[config.mk]
export PLATFORM = sky130hd
export DESIGN_NAME = wb_stage
export DESIGN_NICKNAME = d
export VERILOG_FILES = /design/src/rtl/rv64_pkg.sv /design/src/rtl/wb_stage_load_align.sv /design/src/rtl/wb_stage.sv
export SDC_FILE = /design/constraint.sdc
export NUM_CORES = 1
export LEC_CHECK = 0
export CAP_MARGIN = 5
export CORE_MARGIN = 2
export CORE_UTILIZATION = 45
export CTS_CLUSTER_DIAMETER = 150
export DETAILED_ROUTE_END_ITERATION = 6
export PLACE_DENSITY = 0.83
export REMOVE_ABC_BUFFERS = 1
export SLEW_MARGIN = 20
export SYNTH_ARGS = -nofsm -noshare
export SYNTH_HDL_FRONTEND = slang
export SYNTH_SLANG_ARGS = --single-unit
[constraint.sdc]
create_clock -name clk -period 2.5 [get_ports clk]
set_input_delay 0.375 -clock clk [delete_from_list [all_inputs] [get_ports clk]]
set_output_delay 0.375 -clock clk [all_outputs]
set_load 0.05 [all_outputs]
[src/rtl/rv64_pkg.sv]
// Shared RV64I pipeline definitions.
// Opcodes, load size codes and write-back FSM states.
package rv64_pkg;

  localparam logic [6:0] OPC_LOAD   = 7'b0000011;
  localparam logic [6:0] OPC_STORE  = 7'b0100011;
  localparam logic [6:0] OPC_BRANCH = 7'b1100011;
  localparam logic [6:0] OPC_JAL    = 7'b1101111;
  localparam logic [6:0] OPC_JALR   = 7'b1100111;
  localparam logic [6:0] OPC_OP     = 7'b0110011;
  localparam logic [6:0] OPC_OPIMM  = 7'b0010011;
  localparam logic [6:0] OPC_OPW    = 7'b0111011;
  localparam logic [6:0] OPC_OPIMMW = 7'b0011011;
  localparam logic [6:0] OPC_LUI    = 7'b0110111;
  localparam logic [6:0] OPC_AUIPC  = 7'b0010111;

  localparam logic [2:0] F3_LB  = 3'b000;
  localparam logic [2:0] F3_LH  = 3'b001;
  localparam logic [2:0] F3_LW  = 3'b010;
  localparam logic [2:0] F3_LD  = 3'b011;
  localparam logic [2:0] F3_LBU = 3'b100;
  localparam logic [2:0] F3_LHU = 3'b101;
  localparam logic [2:0] F3_LWU = 3'b110;

  typedef enum logic {
    WB_IDLE      = 1'b0,
    WB_WAIT_LOAD = 1'b1
  } wb_state_t;

endpackage

[src/rtl/wb_stage_load_align.sv]
// Load data extraction: shift the doubleword down to the
// addressed byte, then sign- or zero-extend by access size.
module load_align
  import rv64_pkg::*;
(
  input  logic [63:0] rdata,
  input  logic [2:0]  addr_lo,
  input  logic [2:0]  func3,
  output logic [63:0] data,
  output logic        illegal
);

  logic [63:0] sh;

  assign sh = rdata >> {addr_lo, 3'b000};

  always_comb begin
    data    = '0;
    illegal = 1'b0;
    case (func3)
      F3_LB:   data = {{56{sh[7]}}, sh[7:0]};
      F3_LH:   data = {{48{sh[15]}}, sh[15:0]};
      F3_LW:   data = {{32{sh[31]}}, sh[31:0]};
      F3_LD:   data = sh;
      F3_LBU:  data = {56'd0, sh[7:0]};
      F3_LHU:  data = {48'd0, sh[15:0]};
      F3_LWU:  data = {32'd0, sh[31:0]};
      default: illegal = 1'b1;
    endcase
  end

endmodule

[src/rtl/wb_stage.sv]
// RV64I write-back stage: result select, load wait and
// alignment, register-file write port toward decode.
module wb_stage
  import rv64_pkg::*;
#(
  parameter int XLEN = 64
) (
  input  logic            clk,
  input  logic            rst,
  input  logic            in_valid,
  output logic            in_ready,
  input  logic [6:0]      in_opcode,
  input  logic [2:0]      in_func3,
  input  logic [4:0]      in_rd,
  input  logic [XLEN-1:0] in_alu,
  input  logic [XLEN-1:0] in_pc4,
  input  logic [2:0]      in_addr_lo,
  input  logic            mem_rvalid,
  input  logic [XLEN-1:0] mem_rdata,
  output logic            wb_en,
  output logic [4:0]      wb_rd,
  output logic [XLEN-1:0] wb_data,
  output logic [6:0]      wb_opcode,
  output logic            retire,
  output logic            stall
);

  wb_state_t state, state_nx;

  logic [4:0]      ld_rd;
  logic [2:0]      ld_f3;
  logic [2:0]      ld_off;
  logic [6:0]      ld_opc;
  logic [XLEN-1:0] ld_data;
  logic            ld_ill;
  logic            accept;
  logic            is_load;
  logic            res_we;
  logic [XLEN-1:0] res_data;

  assign accept  = in_valid & in_ready;
  assign is_load = (in_opcode == OPC_LOAD);

  load_align u_align (
    .rdata   (mem_rdata),
    .addr_lo (ld_off),
    .func3   (ld_f3),
    .data    (ld_data),
    .illegal (ld_ill)
  );

  always_comb begin
    res_we   = 1'b1;
    res_data = '0;
    case (in_opcode)
      OPC_JAL, OPC_JALR:   res_data = in_pc4;
      OPC_OPW, OPC_OPIMMW: res_data = {{32{in_alu[31]}}, in_alu[31:0]};
      OPC_OP, OPC_OPIMM,
      OPC_LUI, OPC_AUIPC:  res_data = in_alu;
      default:             res_we   = 1'b0;
    endcase
  end

  always_ff @(posedge clk) begin
    if (rst) state <= WB_IDLE;
    else     state <= state_nx;
  end

  always_comb begin
    state_nx = state;
    case (state)
      WB_IDLE:      if (accept && is_load) state_nx = WB_WAIT_LOAD;
      WB_WAIT_LOAD: if (mem_rvalid)        state_nx = WB_IDLE;
      default:                             state_nx = WB_IDLE;
    endcase
  end

  always_comb begin
    in_ready = (state == WB_IDLE);
    stall    = (state == WB_WAIT_LOAD);
  end

  always_ff @(posedge clk) begin
    if (rst) begin
      wb_en     <= 1'b0;
      retire    <= 1'b0;
      wb_rd     <= '0;
      wb_data   <= '0;
      wb_opcode <= '0;
      ld_rd     <= '0;
      ld_f3     <= '0;
      ld_off    <= '0;
      ld_opc    <= '0;
    end else begin
      wb_en  <= 1'b0;
      retire <= 1'b0;
      if (state == WB_IDLE && accept) begin
        if (is_load) begin
          ld_rd  <= in_rd;
          ld_f3  <= in_func3;
          ld_off <= in_addr_lo;
          ld_opc <= in_opcode;
        end else begin
          wb_en     <= res_we && (in_rd != 5'd0);
          retire    <= 1'b1;
          wb_rd     <= in_rd;
          wb_data   <= res_data;
          wb_opcode <= in_opcode;
        end
      end else if (state == WB_WAIT_LOAD && mem_rvalid) begin
        wb_en     <= !ld_ill && (ld_rd != 5'd0);
        retire    <= 1'b1;
        wb_rd     <= ld_rd;
        wb_data   <= ld_ill ? '0 : ld_data;
        wb_opcode <= ld_opc;
      end
    end
  end

endmodule

==> results.txt <==
run status - complete, no violations
die width - 131.6 um
worst-margin pin slew - 707.5 ps
grt total ovfl - 0
clk_lat worst skew - 360 ps
Final Util - 70.26%
first-pass GRT wire length - 47690 um
final setup fails - 0
Hold Path Class - flip-flop to flip-flop
Synth async-reset ratio - 0%
peak supply drop - 0.0003917 V
layout net count - 1374
yosys warns - 0
IO Count - 294
DRC errors left - 0
top cells by count, synth - dfxtp_1 (97), nand2_1 (89), clkbuf_1 (70)
layout filler cell count - 1282
worst hold stages - 2
Max clock buf depth - 2
gr usage total - 34.67%
HPWL after DPL - 22850 um
synthesized area per cell - 8.237 sq um
Starting Density - 46.15%
Syn Inst Count - 890
flops & latches, synth - 97
area grow syn2layout - 52.24%
max-cap viol count - 0
IO buf count - 293
Setup Skew - 8.286 ps
Core Region - 15890 sq um
ANT nets after route - 0
hold_buf cts - 0
die height - 131.6 um
gpl congestion - 0.9257
total CTS buffers - 9
Tmin final - 2376 ps
TritonCTS clock tree - yes
CTS Sinks - 97
crit path DAT - 2650 ps
largest net degree at the start of global routing - 55
CP required - 2780 ps
crit end category - flip-flop
pre-CTS setup slack - -99.24 ps
Hold EP - ld_rd[3]
distinct cell type count after synthesis - 52
first-pass detailed-route iteration total - 5
Worst R2R Setup Slack - 120 ps
Critical R2R Launch - ld_off[0]
Root Driver - clkbuf_16
largest area contributor in the synthesized netlist - dfxtp_1
share of cells above drive strength 1 - 13.99%
final wirelength - 30680 um
full die area - 17330 sq um
R2R cell count - 6
final hold slack - 477.1 ps
Tcrit/Tclk final - 95.04%
max-slew violations - 0
drt via density - 6.367
initial antenna violation count - 0
vias in the first global route - 8553
RSZ-0062 raised after global routing - false
share of the synthesized area in the top cell type - 26.49%
Fmax - 420.9 MHz
slew margin rel. - 52.74%
critical path class - flip-flop to flip-flop
Pwr Density - 410.6 nW/um^2
FP Rows - 46
CTS clock-pin slew for the worst setup and hold paths - 80 ps
number of setup buffers added after CTS - 0
Final WS setup - 124.0 ps
Netlist Area Pre-Place - 7331 sq um
Final Hold Viols - 0
design area - 11160 sq um
peak per-stage delay on the critical path - 630 ps
drt wl/cell - 22.22 um
Iter 0 DRT Violations - 1112
top cells by area, synth - dfxtp_1 (26%), mux4_2 (9.5%), nand2_1 (4.6%)
Leakage - 3.795 nW
Max Fanout on Critical Path - 47
H-tree depth - 3
hold_sp - ld_rd[3]
Slowest-stage cell, CP - nor2b_1
via count - 8793
count leader, synth - dfxtp_1
Cell Area, Placed - 10850 sq um
RR Endpoint - wb_data[13]
crit path cell chain - buf_12 > nor2b_1 > o2bb2ai_1 > mux2_2 > a221oi_1 > nor3_1
post-cts sizing count - 0
Antenna diodes - 0
nature of the critical path startpoint - flip-flop
total power - 4.583 mW
Post-synth top flop - dfxtp_1
register area share after synthesis - 26.49%
count of flip-flops with a built-in enable after synthesis - 0
==> critical path, delay by kind of cell, from the launching register on <==
family	cells	cell delay, ps
AND/OR/NAND/NOR	2	860
flip-flops	1	500
AO/OA/AOI/OAI	2	350
buffers and inverters	1	310
multiplexers	1	260
==> area by class of cell <==
cell class	count	area, sq um	share of cell area, %
Clock inverter	7	81.33	0.7287
Inverter	4	15.01	0.1345
Multi-Input combinational cell	681	4949	44.34
Timing Repair Buffer	367	3676	32.94
Clock buffer	9	225.2	2.018
Sequential cell	97	1944	17.42
Tap cell	216	270.3	2.422
==> registers in the layout, summed over array words and instances (netlist names) <==
signal and cells:
ld_opc 7, wb_en 1, ld_off 3, stall 1, ld_rd 5, retire 1
wb_opcode 7, ld_f3 3, wb_rd 5, wb_data 64
==> through the flow <==
stage,TNS [ps],std cells
2_1_floorplan,-143650,782
3_3_place_gp,-2593,1365
3_5_place_dp,-2806,1365
4_1_cts,0,1381
5_1_grt,0,1381
6_report,0,1381
==> worst max-delay path by stage <==
stage / end / cells past startpoint / start / slack (ps)
after floorplan: wb_data[48] / 5 / ld_off[0] / -2410
after global placement: wb_data[46] / 8 / in_opcode[3] / -90
after detailed placement: wb_data[52] / 8 / in_opcode[3] / -100
after CTS: wb_data[52] / 6 / ld_off[1] / 190
after global routing: wb_data[13] / 6 / ld_off[0] / 60
final: wb_data[13] / 6 / ld_off[0] / 120
==> layer usage <==
layer | GRT usage [%] | up-vias | part of all wire, %
met5 | 0 | - | 0
met4 | 10.45 | 0 | 2.4
met3 | 6.713 | 57 | 9.4
met2 | 57.97 | 532 | 48
met1 | 45.36 | 4202 | 40
li1 | - | 4002 | -
==> power breakdown <==
group | switching [mW] | internal, mW
clock | 0.745 | 0.716
combinational | 0.769 | 0.681
sequential | 0.0455 | 1.63
==> placed cells by master (no fill, tap or decap), types with 9 or more instances in the layout <==
cell,synthesis,layout
a21oi_1,52,51
nand2_1,89,88
and2_1,14,13
nand3b_1,16,16
buf_12,0,15
mux2i_1,25,25
o21ai_0,47,47
a221oi_1,36,36
o311ai_0,15,15
a221o_1,16,16
a311oi_1,18,18
mux4_2,31,31
a22oi_1,15,15
nor2b_1,20,20
dfxtp_1,97,95
a31oi_1,20,20
a211oi_1,19,19
mux2_2,11,11
buf_4,1,59
clkbuf_16,0,9
nor2_1,58,58
clkdlybuf4s50_1,0,293
a221oi_2,14,14
nand3_1,60,60
nor3_1,34,34
==> logic make-up after synthesis <==
logic type	synth area share, %
AOI/OAI and AO/OA	31.13
buffers and inverters	6.622
DFF	26.49
muxes	14.63
and+or+nand+nor	21.13
(Power assumes the default switching activity.)
